<file path="src/rtl/id_ex_register.sv">
// ID/EX pipeline register with flush/stall handling and bubble/stall
// performance counters. Control fields are zeroed whenever the EX slot does
// not hold a real instruction; data fields are left alone on a flush because
// nothing downstream consumes them without a valid control word.
module id_ex_register (
  input  logic        clk,
  input  logic        rst_n,
  input  logic [1:0]  am_in,
  input  logic        rf_en_in,
  input  logic [3:0]  alu_op_in,
  input  logic        Load_in,
  input  logic        branch_link_in,
  input  logic        s_bit_in,
  input  logic        rw_in,
  input  logic        size_in,
  input  logic        datamem_en_in,
  input  logic [31:0] pc_in,
  input  logic [31:0] rn_val_in,
  input  logic [31:0] rm_val_in,
  input  logic [31:0] rd_val_in,
  input  logic [11:0] shift_op_in,
  input  logic [3:0]  rd_num_in,
  input  logic [3:0]  cond_in,
  input  logic        valid_in,
  input  logic        stall,
  input  logic        flush,
  input  logic        clr_cnt,
  output logic [1:0]  am_ex,
  output logic        rf_en_ex,
  output logic [3:0]  alu_op_ex,
  output logic        Load_ex,
  output logic        branch_link_ex,
  output logic        s_bit_ex,
  output logic        rw_ex,
  output logic        size_ex,
  output logic        datamem_en_ex,
  output logic [31:0] pc_ex,
  output logic [31:0] rn_val_ex,
  output logic [31:0] rm_val_ex,
  output logic [31:0] rd_val_ex,
  output logic [11:0] shift_op_ex,
  output logic [3:0]  rd_num_ex,
  output logic [3:0]  cond_ex,
  output logic        valid_ex,
  output logic [15:0] bubble_cnt,
  output logic [15:0] stall_cnt
);

  logic load;
  logic bubble_evt;
  logic stall_evt;

  // Mode decode: flush wins over stall, stall wins over load
  always_comb begin
    load       = !flush && !stall;
    bubble_evt = flush || (load && !valid_in);
    stall_evt  = stall && !flush;
  end

  // Control word and valid bit: cleared on flush or when loading a bubble
  always_ff @(posedge clk or negedge rst_n) begin
    if (!rst_n) begin
      valid_ex       <= 1'b0;
      am_ex          <= 2'd0;
      rf_en_ex       <= 1'b0;
      alu_op_ex      <= 4'd0;
      Load_ex        <= 1'b0;
      branch_link_ex <= 1'b0;
      s_bit_ex       <= 1'b0;
      rw_ex          <= 1'b0;
      size_ex        <= 1'b0;
      datamem_en_ex  <= 1'b0;
    end else if (flush || (load && !valid_in)) begin
      valid_ex       <= 1'b0;
      am_ex          <= 2'd0;
      rf_en_ex       <= 1'b0;
      alu_op_ex      <= 4'd0;
      Load_ex        <= 1'b0;
      branch_link_ex <= 1'b0;
      s_bit_ex       <= 1'b0;
      rw_ex          <= 1'b0;
      size_ex        <= 1'b0;
      datamem_en_ex  <= 1'b0;
    end else if (load) begin
      valid_ex       <= 1'b1;
      am_ex          <= am_in;
      rf_en_ex       <= rf_en_in;
      alu_op_ex      <= alu_op_in;
      Load_ex        <= Load_in;
      branch_link_ex <= branch_link_in;
      s_bit_ex       <= s_bit_in;
      rw_ex          <= rw_in;
      size_ex        <= size_in;
      datamem_en_ex  <= datamem_en_in;
    end
  end

  // Data fields: captured on every load, held on stall and flush
  always_ff @(posedge clk or negedge rst_n) begin
    if (!rst_n) begin
      pc_ex       <= 32'd0;
      rn_val_ex   <= 32'd0;
      rm_val_ex   <= 32'd0;
      rd_val_ex   <= 32'd0;
      shift_op_ex <= 12'd0;
      rd_num_ex   <= 4'd0;
      cond_ex     <= 4'd0;
    end else if (load) begin
      pc_ex       <= pc_in;
      rn_val_ex   <= rn_val_in;
      rm_val_ex   <= rm_val_in;
      rd_val_ex   <= rd_val_in;
      shift_op_ex <= shift_op_in;
      rd_num_ex   <= rd_num_in;
      cond_ex     <= cond_in;
    end
  end

  // Saturating perf counters; clear overrides any increment in the same cycle
  always_ff @(posedge clk or negedge rst_n) begin
    if (!rst_n) begin
      bubble_cnt <= 16'd0;
      stall_cnt  <= 16'd0;
    end else if (clr_cnt) begin
      bubble_cnt <= 16'd0;
      stall_cnt  <= 16'd0;
    end else begin
      if (bubble_evt && (bubble_cnt != 16'hFFFF)) bubble_cnt <= bubble_cnt + 16'd1;
      if (stall_evt && (stall_cnt != 16'hFFFF))   stall_cnt  <= stall_cnt + 16'd1;
    end
  end

endmodule

</file>
<file path="config.mk">
export PLATFORM = sky130hd
export DESIGN_NAME = id_ex_register
export DESIGN_NICKNAME = d
export VERILOG_FILES = /design/src/rtl/id_ex_register.sv
export SDC_FILE = /design/constraint.sdc
export NUM_CORES = 1
export LEC_CHECK = 0
export BUFFER_PORTS_ARGS = -buffer_cell sky130_fd_sc_hd__buf_2
export CAP_MARGIN = 40
export CORE_AREA = 2 2 141 143
export DETAILED_ROUTE_END_ITERATION = 8
export DIE_AREA = 0 0 143 145
export PLACE_DENSITY_LB_ADDON = 0.2
export RECOVER_POWER = 100
export SLEW_MARGIN = 5
export SYNTH_ARGS = -nofsm -noshare
export SYNTH_HDL_FRONTEND = slang
export SYNTH_SLANG_ARGS = --single-unit
export TNS_END_PERCENT = 10
</file>
<file path="constraint.sdc">
create_clock -name clk -period 1.9 [get_ports clk]
set_input_delay 0.095 -clock clk [delete_from_list [all_inputs] [get_ports clk]]
set_output_delay 0.095 -clock clk [all_outputs]
set_load 0.005 [all_outputs]
</file>
======== After elaboration in Yosys (flattened, before gate mapping) ========
Index checks and enable logic that the tools add are counted.
cells by class
  add/subtract/negate cells ............... 2
  eq/ne operators ......................... 2
  muxes and demuxes ....................... 24
  reduce and logical (&&, ||, !) cells .... 12
operator list
  cell                                                              number
  16-bit two-way mux                                                4
  16-bit by 1-bit adder with 16-bit output (second input constant)  2
  16-bit != test (second input constant)                            2
  1-bit two-way mux                                                 16
  4-bit two-way mux                                                 2
  2-bit nonzero test                                                3
  1-bit logical AND                                                 5
  2-bit two-way mux                                                 2
  1-bit zero test                                                   3
  1-bit logical OR                                                  1
storage, ports and cells
  flip-flop bits (word level) ............. 194
  word-level logic and storage cells ...... 59

======== Longest topological paths before layout ========
Gate-level depths: netlist (run 1).
  depth after elaboration ................. 7
  depth in mapped cells ................... 6
  mapped depth without buffers ............ 5

======== Least setup slack after synthesis (run 1) ========
No wires, ideal clock.
  path kind ............................... register to register
  start ................................... register bubble_cnt[0]
  end ..................................... register bubble_cnt[8]
  library setup time ...................... 0.078 ns
  data arrival time ....................... 1.527 ns
  required time ........................... 1.822 ns
  slack ................................... 0.295 ns
  cell stages (with the launch flop) ...... 7
  buffers on the path ..................... 1
  cells stage by stage .................... dfrtp_1 > ha_1 > inv_1 > nor4_1 > buf_2 > or4_1 > a21oi_1
between the ends
  longest elaborated chain between the ends .. 3
  elaborated cells between the ends (all ways) .. 6
RTL lines
  item                                                                        line  RTL
  from (decl)                                                                 45    output logic [15:0] bubble_cnt,
  from (signal assigned)                                                      128   if (bubble_evt && (bubble_cnt != 16'hFFFF)) bubble_cnt <= bubble_cnt + 16'd1;
  16-bit by 1-bit adder with 16-bit output or 16-bit != test (tied branches)  128
  16-bit two-way mux or 1-bit logical AND (tied branches)                     128
  16-bit two-way mux or 2-bit nonzero test (tied branches)                    -
Parallel ways exist; a longest one is shown, timed or not. The select of a mux whose other input is x is not followed.
A chain may end at the register's enable or synchronous reset.

======== Worst setup path after layout (run 1) ========
  start ................................... register bubble_cnt[7]
  end ..................................... register bubble_cnt[14]
Same word-level chain as after synthesis.

==> qor.csv, run 1 <==
stage;metric;value;unit
route;detailed-route via count;6656;
worst_setup_path;crit path DAT;2.09;ns
clock_network;clock network latency to the later pin of the worst-skew pair;0.42;ns
worst_setup_path;critical path class;reg2reg;
route;Detailed Route Iter0 Violations;221;
grt;largest net degree at the start of global routing;82;
status;result of the run;complete, no violations;
timing;maximum operating frequency;0.562;GHz
cells_and_area;Total Nets Final;1263;
cells_and_area;antenna diode count;0;
power_and_ir_drop;total power divided by cell area;842;nW/um^2
clock_network;setup repair bufs after CTS;0;
synthesis;post-synthesis register bit count;194;
worst_setup_path;Largest stage delay, worst path;0.47;ns
synthesis;leading area contributor after synthesis;dfrtp_1;
power_and_ir_drop;Cell Int Power;7.33;mW
timing;endpoints failing hold;0;
grt;overall overflow remaining after global route;0;
route;met3 wire length;1.49;mm
placed_design;half-perimeter wire length after placement;15.2;mm
synthesis;top cells by count, synth;dfrtp_1, mux2_2, a21oi_1, nor2_1;
placed_design;Post-Place Cell Area;10100;um^2
timing;final count of pins violating max slew;0;
route;DR DRC count;0;
flow_run;number of max-cap violations;0;
route;total routed wire length on the met1 layer;8.94;mm
floorplanning;DIE WIDTH;143;um
synthesis;number of warnings reported in the yosys synthesis log;0;
worst_setup_path;Worst path slowest cell;dfrtp_1;
synthesis;total standard cell area after synthesis;7850;um^2
worst_setup_path;kind of end point of the critical path;flip-flop;
synthesis;area share of the leading cell type in the synthesized netlist;61.9;%
clock_network;Max clock buf depth;2;
route;highest routed metal layer;met4;
route;first-pass iteration count of the detailed router;4;
synthesis;number of enable flip-flop cells after synthesis;0;
grt;first-pass GRT wire length;36.5;mm
power_and_ir_drop;part of the total power dissipated in combinational logic;16.9;%
cells_and_area;fraction of layout instances using a drive strength above 1;37.0;%
route;mean number of vias per cell;4.85;
clock_network;Worst-path clk slew;0.08;ns
grt;number of antenna violations at the first check in global routing;0;
clock_network;CTS root buffer;clkbuf_16;
placed_design;quantity of I/O buffers inserted on ports;360;
floorplanning;number of cell rows;51;
timing;Post-Route Skew;0.00941;ns
grt;vias in the first global route;7061;
timing;setup TNS;0;ns
timing;count of endpoints failing setup in the final report;0;
cells_and_area;area delta synth->final;52.1;%
timing;worst slew pin tran;1.19;ns
floorplanning;Die Span Y;145;um
worst_setup_path;Critical Path Source Type;flip-flop;
synthesis;count of cell types in the netlist;37;
timing;final critical-path required period;1.78;ns
clock_network;clock tree from TritonCTS;yes;
synthesis;post-synthesis net count;736;
timing;RSZ-0062 raised after global routing;false;
synthesis;leading cell types by total area after synthesis;dfrtp_1, mux2_2, a21oi_1;
synthesis;register area share after synthesis;61.9;%
cells_and_area;core utilization of the finished layout;62.1;%
clock_network;number of sinks on the clock net;194;
clock_network;Num CTS Buffers;17;
floorplanning;floorplan core area;19200;um^2
synthesis;dominant cell by count in the synthesized netlist;dfrtp_1;
timing;Max transition margin;20.3;%
synthesis;Synth async-reset ratio;100;%
floorplanning;I/O Pins;361;
power_and_ir_drop;part of the power in registers;48.4;%
power_and_ir_drop;clock power share;34.7;%
grt;overall track demand over capacity in global routing;22.1;%
worst_setup_path;crit path buf inv count;1;
power_and_ir_drop;P_sw;2.72;mW
floorplanning;die footprint;20700;um^2
route;post-detailed-route wirelength per cell;16.7;um
worst_setup_path;dominant delay contributor by cell family on the critical path;simple AND/OR/NAND/NOR gates;
worst_setup_path;most prevalent standard cell on the critical path;nor4_1;
worst_setup_path;peak fanout along the critical path;8;
placed_design;final weighted congestion in routability-driven placement;0.820;
synthesis;number of instances in the synthesized netlist;567;
power_and_ir_drop;VDD IR-drop max;0.000808;V
min_path;Hold Path Class;in2reg;
worst_setup_path;chain of cells forming the critical path;nand4_1 -> nor4_1 -> clkbuf_1 -> nor4_1 -> mux2_2;
worst_setup_path;data required time of the critical path;2.21;ns
synthesis;Post-synth top flop;dfrtp_1;
route;wire length after detailed routing;22.9;mm
timing;share of the clock period used by the worst path after layout;93.7;%
power_and_ir_drop;static leakage;5.25;nW
route;post-route antenna net violation count;0;
floorplanning;Starting Density;40.9;%
power_and_ir_drop;switching part of the total;27.1;%
synthesis;average size of a mapped cell;13.8;um^2
timing;worst hold margin;0.0206;ns
clock_network;maximum level of the CTS H-tree;4;
route;wire length on met2;11.8;mm
cells_and_area;Post-Layout Inst Area;11900;um^2
==> layer usage <==
metal	up-vias	global-route usage (%)
met4	0	8.37
met1	3219	26.0
met2	258	38.4
met3	52	5.64
met5	-	0
li1	3127	-
==> registers in the layout, summed over array words and instances, names as in the netlist <==
register / flops
datamem_en_ex: 1
stall_cnt: 16
Load_ex: 1
rn_val_ex: 32
rd_val_ex: 32
rw_ex: 1
size_ex: 1
s_bit_ex: 1
rf_en_ex: 1
bubble_cnt: 16
alu_op_ex: 4
branch_link_ex: 1
am_ex: 2
pc_ex: 32
cond_ex: 4
shift_op_ex: 12
rm_val_ex: 32
valid_ex: 1
rd_num_ex: 4
==> layout by cell type, fill, tap and decap left out, types with 2 or more instances in the layout <==
cell | synthesis | layout
clkbuf_4 | 0 | 2
o21ai_0 | 16 | 16
nand3_1 | 13 | 13
clkbuf_2 | 1 | 4
nand2_1 | 14 | 14
o31ai_1 | 12 | 12
mux2_2 | 149 | 149
nor2b_1 | 3 | 3
buf_4 | 1 | 5
clkbuf_16 | 0 | 17
clkinv_4 | 0 | 3
nor3_1 | 2 | 2
clkinv_8 | 0 | 2
clkbuf_1 | 10 | 156
nor4_1 | 2 | 3
dlygate4sd3_1 | 0 | 158
buf_2 | 17 | 210
a21oi_1 | 34 | 34
inv_6 | 0 | 3
a22oi_1 | 9 | 9
or3_1 | 17 | 17
nor2_1 | 22 | 22
dfrtp_1 | 194 | 194
nand4_1 | 10 | 10
inv_1 | 5 | 5
inv_8 | 0 | 4
and3_1 | 2 | 2
nand3b_1 | 2 | 2
and4_1 | 4 | 4
nand4_4 | 2 | 2
and2_1 | 3 | 3
or4_1 | 10 | 10
==> worst reg2reg max path, cell delays in order (launching register included) <==
cell      delay, ns
dfrtp_1        0.47
nand4_1        0.25
nor4_1         0.40
clkbuf_1       0.22
nor4_1         0.07
mux2_2         0.27
==> path summary, 6_finish.rpt <==
kind                       slack (ns)  cells after the start           from              to
min                              0.02                      2          flush        am_ex[1]
min reg2reg                      0.51                      1      pc_ex[21]       pc_ex[21]
max reg2reg                      0.12                      5  bubble_cnt[7]  bubble_cnt[14]
max in group asynchronous        0.29                      3          rst_n  bubble_cnt[11]
max                              0.12                      5  bubble_cnt[7]  bubble_cnt[14]
min in group asynchronous        0.45                      2          rst_n    stall_cnt[9]
==> cell families (layout without fill, tap and decap cells) <==
group / after synthesis / in the layout / synth area share [%]
AO/OA/AOI/OAI: 77 / 77 / 5.98
XOR/XNOR: 1 / 1 / 0.112
adder cells (fa/ha/maj): 2 / 2 / 0.319
buffers and inverters: 34 / 574 / 1.96
flip-flops: 194 / 194 / 61.9
multiplexers: 149 / 149 / 21.4
AND/OR/NAND/NOR: 110 / 110 / 8.39
==> area by class of cell <==
class | count | area [um^2]
inverters | 5 | 18.8
flip-flops and latches | 194 | 4850
multi-input cells | 339 | 2840
clock buffers | 18 | 429
repair buffers | 537 | 3320
well taps | 265 | 332
fillers | 1556 | 7270
clock inverters | 14 | 143
==> per-stage QoR <==
stage / power (mW) / std cells / setup slack (ns)
after global routing: 10.6 / 1372 / 0.0103
after global placement: 6.44 / 1182 / 0.188
after CTS: 10.3 / 1372 / 0.145
final: 10.1 / 1372 / 0.119
after floorplan: 5.54 / 567 / 0.295
after detailed placement: 6.48 / 1182 / 0.162
==> power groups by stage <==
stage,Clock (mW),Combinational (mW),Sequential (mW)
after CTS,3.59,1.82,4.84
after floorplan,0,0.578,4.97
after detailed placement,0,1.56,4.91
after global routing,3.78,1.85,4.93
after global placement,0,1.54,4.90
final,3.49,1.70,4.86
==> timing repair <==
action | CTS | global route
setup endpoints to repair | 0 | 1
hold buffers | 158 | 0
gates resized for setup | 0 | 1
endpoints found under the hold margin | 245 | 0
Power figures use the tool's default switching activity.
==> run 2: changes to the inputs <==
--- a/config.mk
+++ b/config.mk
@@ -8,8 +8,10 @@
 export BUFFER_PORTS_ARGS = -buffer_cell sky130_fd_sc_hd__buf_2
 export CAP_MARGIN = 40
 export CORE_AREA = 2 2 141 143
+export CTS_CLUSTER_DIAMETER = 30
 export DETAILED_ROUTE_END_ITERATION = 8
 export DIE_AREA = 0 0 143 145
+export MAX_ROUTING_LAYER = met4
 export PLACE_DENSITY_LB_ADDON = 0.2
 export RECOVER_POWER = 100
 export SLEW_MARGIN = 5
==> run 2 against run 1 <==
Net effect:
- maximum frequency grew 0.37%
- global-route usage grew 0.64 points
- combinational power about the same
- core utilization hardly changed
- via count rose by 0.30%
- sequential cell count is the same
- sequential share of layout area about the same
- routed wire length up 0.17%
- power barely moved
- critical endpoint unchanged
- clock power hardly changed
==> qor.csv, run 2 (synthesis gave the netlist of run 1 again) <==
stage;metric;value;unit;change
cells_and_area;Post-Layout Inst Area;11900;um^2;about the same
cells_and_area;Total Nets Final;1263;;unchanged
route;mean number of vias per cell;4.87;;+0.30%
cells_and_area;area delta synth->final;52.1;%;about the same
floorplanning;floorplan core area;19200;um^2;unchanged
timing;setup TNS;0;ns;unchanged
clock_network;Num CTS Buffers;17;;unchanged
grt;overall overflow remaining after global route;0;;unchanged
worst_setup_path;data required time of the critical path;2.21;ns;about the same
min_path;Hold Path Class;in2reg;;
clock_network;Worst-path clk slew;0.08;ns;about the same
route;post-route antenna net violation count;0;;unchanged
clock_network;number of sinks on the clock net;194;;unchanged
grt;largest net degree at the start of global routing;82;;unchanged
timing;share of the clock period used by the worst path after layout;93.4;%;-0.34 points
timing;final critical-path required period;1.77;ns;-0.00648 ns
route;detailed-route via count;6676;;+0.30%
floorplanning;I/O Pins;361;;unchanged
timing;endpoints failing hold;0;;unchanged
power_and_ir_drop;total power draw;10.1;mW;about the same
power_and_ir_drop;VDD IR-drop max;0.000811;V;+0.37%
placed_design;final weighted congestion in routability-driven placement;0.833;;+1.5%
grt;vias in the first global route;7080;;+0.27%
placed_design;quantity of I/O buffers inserted on ports;360;;unchanged
worst_setup_path;crit path DAT;2.09;ns;about the same
clock_network;clock network latency to the later pin of the worst-skew pair;0.42;ns;about the same
route;wire length after detailed routing;23.0;mm;+0.17%
timing;worst hold margin;0.0192;ns;-0.00139 ns
grt;first-pass GRT wire length;36.5;mm;-0.11%
status;result of the run;complete, no violations;;
worst_setup_path;critical path class;reg2reg;;
floorplanning;number of cell rows;51;;unchanged
power_and_ir_drop;total power divided by cell area;843;nW/um^2;about the same
clock_network;CTS root buffer;clkbuf_16;;
clock_network;maximum level of the CTS H-tree;4;;unchanged
timing;Worst Setup Slack, final;0.126;ns;+0.00648 ns
cells_and_area;antenna diode count;0;;unchanged
floorplanning;Die Span Y;145;um;unchanged
timing;maximum operating frequency;0.564;GHz;+0.37%
timing;final count of pins violating max slew;0;;unchanged
cells_and_area;commonest cells after routing, fill and taps aside;buf_2, dfrtp_1, dlygate4sd3_1, clkbuf_1, mux2_2;;
placed_design;half-perimeter wire length after placement;15.2;mm;unchanged
worst_setup_path;peak fanout along the critical path;8;;unchanged
power_and_ir_drop;static leakage;5.25;nW;about the same
route;first-pass iteration count of the detailed router;5;;+1
route;DR DRC count;0;;unchanged
placed_design;Post-Place Cell Area;10100;um^2;unchanged
timing;Post-Route Skew;0.00941;ns;+0.00000372 ns
placed_design;minimum setup slack after placement;0.162;ns;unchanged
timing;Max transition margin;20.4;%;+0.078 points
flow_run;number of max-cap violations;0;;unchanged
timing;RSZ-0062 raised after global routing;false;;
route;post-detailed-route wirelength per cell;16.7;um;+0.17%
route;Detailed Route Iter0 Violations;219;;-0.90%
floorplanning;die footprint;20700;um^2;unchanged
cells_and_area;most frequent standard cell in the layout excluding fill and tap cells;buf_2;;
grt;overall track demand over capacity in global routing;22.7;%;+0.64 points
timing;count of endpoints failing setup in the final report;0;;unchanged
floorplanning;Starting Density;40.9;%;unchanged
clock_network;Max clock buf depth;2;;unchanged
worst_setup_path;Critical Path Source Type;flip-flop;;
floorplanning;DIE WIDTH;143;um;unchanged
grt;number of antenna violations at the first check in global routing;0;;unchanged
clock_network;clock tree from TritonCTS;yes;;
timing;worst slew pin tran;1.19;ns;-0.00116 ns
worst_setup_path;kind of end point of the critical path;flip-flop;;
cells_and_area;fraction of layout instances using a drive strength above 1;37.0;%;unchanged
[run 2: changes by cell type in the layout (fill, tap and decap cells not counted)]
cell / change
clkbuf_2: -1
buf_4: +1
[run 2: power breakdown]
group / internal, mW / total [mW] / switching [mW]
Combinational: 0.968 / 1.70 / 0.735
Sequential: 4.61 / 4.86 / 0.252
Clock: 1.75 / 3.49 / 1.74
Total: 7.33 / 10.1 / 2.73
[run 2: worst paths after layout]
path / startpoint / to / slack [ns] / cells after the start
setup / recovery: bubble_cnt[7] / bubble_cnt[14] / 0.13 / 5
hold / removal: flush / am_ex[1] / 0.02 / 2
setup reg to reg: bubble_cnt[7] / bubble_cnt[14] / 0.13 / 5
hold reg to reg: rn_val_ex[26] / rn_val_ex[26] / 0.51 / 1
max in group asynchronous: rst_n / rd_val_ex[4] / 0.35 / 3
min in group asynchronous: rst_n / stall_cnt[9] / 0.45 / 2
[run 2: stage by stage]
step,util [%],instances
4_1_cts,63.6,1372
5_1_grt,62.1,1372
2_1_floorplan,-,567
3_3_place_gp,52.4,1182
6_report,62.1,1372
3_5_place_dp,52.4,1182
[run 2: area by class of cell]
type	count	area (um^2)
Fill cell	1555	7270
Sequential cell	194	4850
Timing Repair Buffer	537	3320
Multi-Input combinational cell	339	2840
Clock buffer	18	429
Tap cell	265	332
Clock inverter	14	143
Inverter	5	18.8
[run 2: critical path: stages, from the launching register on]
cell	delay [ns]
dfrtp_1	0.47
nand4_1	0.25
nor4_1	0.39
clkbuf_1	0.22
nor4_1	0.07
mux2_2	0.27
[run 2: routing by layer]
metal | GRT usage, % | routed length [um] | vias to the layer above
li1 | - | - | 3124
met1 | 26.7 | 9030 | 3238
met2 | 38.4 | 11800 | 264
met3 | 4.62 | 1440 | 50
met4 | 8.37 | 672 | 0
met5 | - | 0 | -
[run 2: timing repair]
item | in CTS | in global routing
gates resized for setup | 0 | 1
setup buffers | 0 | 0
hold buffers | 158 | 0
endpoints found under the setup margin | 0 | 1
endpoints found under the hold margin | 245 | 0
==> run 3: changes to the inputs <==
--- a/config.mk
+++ b/config.mk
@@ -12,7 +12,7 @@
 export DETAILED_ROUTE_END_ITERATION = 8
 export DIE_AREA = 0 0 143 145
 export MAX_ROUTING_LAYER = met4
-export PLACE_DENSITY_LB_ADDON = 0.2
+export PLACE_DENSITY = 0.71
 export RECOVER_POWER = 100
 export SLEW_MARGIN = 5
 export SYNTH_ARGS = -nofsm -noshare
==> run 3 against run 2 <==
Net effect:
- combinational power about the same
- maximum frequency up 1.2%
- die area unchanged
- sequential share of layout area down 0.46 points
- critical endpoint is now bubble_cnt[3]
- final area up 1.1%
- clock power up 8.0%
==> qor.csv, run 3 (synthesis gave the netlist of run 1 again) <==
stage;metric;value;unit;change
worst_setup_path;peak fanout along the critical path;14;;+6
power_and_ir_drop;static leakage;5.35;nW;+1.9%
worst_setup_path;Worst path slowest cell;or4_1;;
clock_network;number of sinks on the clock net;194;;unchanged
status;result of the run;complete, no violations;;
cells_and_area;commonest cells after routing, fill and taps aside;buf_2, dfrtp_1, dlygate4sd3_1, mux2_2, clkbuf_1;;
placed_design;final weighted congestion in routability-driven placement;0.818;;-1.7%
worst_setup_path;dominant delay contributor by cell family on the critical path;simple AND/OR/NAND/NOR gates;;
power_and_ir_drop;VDD IR-drop max;0.000644;V;-21%
timing;Max transition margin;2.12;%;-18 points
grt;largest net degree at the start of global routing;82;;unchanged
timing;setup TNS;0;ns;unchanged
placed_design;Post-Place Cell Area;10100;um^2;-0.13%
worst_setup_path;crit path DAT;2.11;ns;+0.02 ns
floorplanning;DIE WIDTH;143;um;unchanged
power_and_ir_drop;Cell Int Power;7.54;mW;+2.8%
route;wire length after detailed routing;23.4;mm;+1.8%
power_and_ir_drop;part of the power in registers;47.0;%;-1.3 points
placed_design;quantity of I/O buffers inserted on ports;360;;unchanged
timing;share of the clock period used by the worst path after layout;92.3;%;-1.1 points
cells_and_area;most frequent standard cell in the layout excluding fill and tap cells;buf_2;;
clock_network;CTS root buffer;clkbuf_16;;
timing;Post-Route Skew;0.00779;ns;-0.00163 ns
floorplanning;I/O Pins;361;;unchanged
floorplanning;number of cell rows;51;;unchanged
cells_and_area;number of fillers in the final layout;1484;;-4.6%
timing;endpoints failing hold;0;;unchanged
worst_setup_path;crit path buf inv count;1;;unchanged
cells_and_area;Total Nets Final;1266;;+0.24%
timing;maximum operating frequency;0.571;GHz;+1.2%
route;DR DRC count;0;;unchanged
route;Detailed Route Iter0 Violations;252;;+15%
grt;first-pass GRT wire length;37.3;mm;+2.3%
timing;final critical-path required period;1.75;ns;-0.0214 ns
worst_setup_path;chain of cells forming the critical path;ha_1 -> nand3_1 -> nor4_2 -> buf_4 -> or4_1 -> a21oi_1;;
worst_setup_path;kind of end point of the critical path;flip-flop;;
cells_and_area;fraction of layout instances using a drive strength above 1;38.3;%;+1.3 points
cells_and_area;area delta synth->final;53.8;%;
clock_network;Worst-path clk slew;0.08;ns;about the same
cells_and_area;total area of multi-input combinational cells;2850;um^2;+0.35%
grt;overall overflow remaining after global route;0;;unchanged
power_and_ir_drop;P_sw;2.83;mW;+3.6%
placed_design;half-perimeter wire length after placement;14.9;mm;-2.1%
timing;count of endpoints failing setup in the final report;0;;unchanged
route;mean number of vias per cell;4.97;;+2.1%
worst_setup_path;Largest stage delay, worst path;0.47;ns;about the same
clock_network;clock tree from TritonCTS;yes;;
flow_run;number of max-cap violations;0;;unchanged
cells_and_area;sequential cell area in the final layout;4850;um^2;unchanged
cells_and_area;Post-Layout Inst Area;12100;um^2;+1.1%
worst_setup_path;data required time of the critical path;2.25;ns;+0.04 ns
timing;RSZ-0062 raised after global routing;false;;
clock_network;Num CTS Buffers;17;;unchanged
grt;vias in the first global route;7216;;+1.9%
grt;overall track demand over capacity in global routing;23.5;%;+0.79 points
clock_network;maximum level of the CTS H-tree;4;;unchanged
grt;number of antenna violations at the first check in global routing;1;;+1
route;first-pass iteration count of the detailed router;5;;unchanged
floorplanning;Die Span Y;145;um;unchanged
worst_setup_path;Critical Path Source Type;flip-flop;;
power_and_ir_drop;clock power share;36.4;%;+1.7 points
clock_network;Max clock buf depth;2;;unchanged
floorplanning;floorplan core area;19200;um^2;unchanged
worst_setup_path;critical path class;reg2reg;;
power_and_ir_drop;part of the total power dissipated in combinational logic;16.7;%;-0.2 points
power_and_ir_drop;total power divided by cell area;858;nW/um^2;+1.9%
route;post-route antenna net violation count;0;;unchanged
route;detailed-route via count;6839;;+2.4%
floorplanning;die footprint;20700;um^2;unchanged
timing;worst slew pin tran;1.47;ns;+0.274 ns
timing;final count of pins violating max slew;0;;unchanged
route;post-detailed-route wirelength per cell;17.0;um;+1.5%
power_and_ir_drop;switching part of the total;27.3;%;+0.16 points
clock_network;clock network latency to the later pin of the worst-skew pair;0.42;ns;about the same
floorplanning;Starting Density;40.9;%;unchanged
min_path;Hold Path Class;in2reg;;
-- run 3: cell types whose count changed in the layout (fill, tap and decap cells not counted), moves of 3 or more --
cell / change
clkbuf_1: -14
buf_2: +11
buf_4: +6
clkbuf_2: -3
dlygate4sd3_1: +3
inv_8: -3
-- run 3: stage by stage --
stage	worst slack [ns]	util, %	power [mW]	std cells	hold slack (ns)
after global routing	0.0131	62.8	10.8	1376	0.0467
after CTS	0.146	64.0	10.5	1375	0.0170
after detailed placement	0.165	52.3	6.46	1182	0.135
after global placement	0.206	52.3	6.42	1182	0.134
final	0.147	62.8	10.4	1376	0.0359
after floorplan	0.295	-	5.54	567	-0.201
-- run 3: per-layer routing --
metal	up-vias	GRT usage [%]	wire length, um
li1	3133	-	-
met1	3364	26.7	8920
met2	278	39.4	12200
met3	64	6.11	1500
met4	0	9.36	801
met5	-	-	0
-- run 3: final timing paths --
check	depth (start not counted)	to	slack, ns	start
min in group asynchronous	2	bubble_cnt[5]	0.57	rst_n
min reg2reg	1	shift_op_ex[10]	0.51	shift_op_ex[10]
max	6	bubble_cnt[3]	0.15	bubble_cnt[0]
max in group asynchronous	3	pc_ex[16]	0.32	rst_n
min	5	alu_op_ex[2]	0.04	alu_op_in[2]
max reg2reg	6	bubble_cnt[3]	0.15	bubble_cnt[0]
-- run 3: power groups by stage --
stage          clock (mW)  combinational, mW  sequential (mW)
4_1_cts              3.85               1.81             4.84
3_3_place_gp            0               1.52             4.89
3_5_place_dp            0               1.55             4.91
6_report             3.77               1.73             4.87
2_1_floorplan           0              0.578             4.97
5_1_grt              4.01               1.87             4.93
-- run 3: area by class of cell --
class                           instances  area share (%)
Sequential cell                       194            40.2
Clock inverter                         14            1.52
Multi-Input combinational cell        339            23.6
Clock buffer                           18            3.64
Tap cell                              265            2.75
Antenna cell                            1          0.0207
Timing Repair Buffer                  540            28.1
Inverter                                5           0.155
-- run 3: timing repair --
action / CTS / global route
hold buffers: 161 / 0
endpoints found under the hold margin: 213 / 0
buffers inserted: 0 / 0
endpoints found under the setup margin: 0 / 1
gates resized for setup: 0 / 1
-- run 3: worst reg2reg max path, cell delays in order, from the launching register on --
cell	delay, ns
dfrtp_1	0.42
ha_1	0.30
nand3_1	0.12
nor4_2	0.04
buf_4	0.18
or4_1	0.48
a21oi_1	0.15
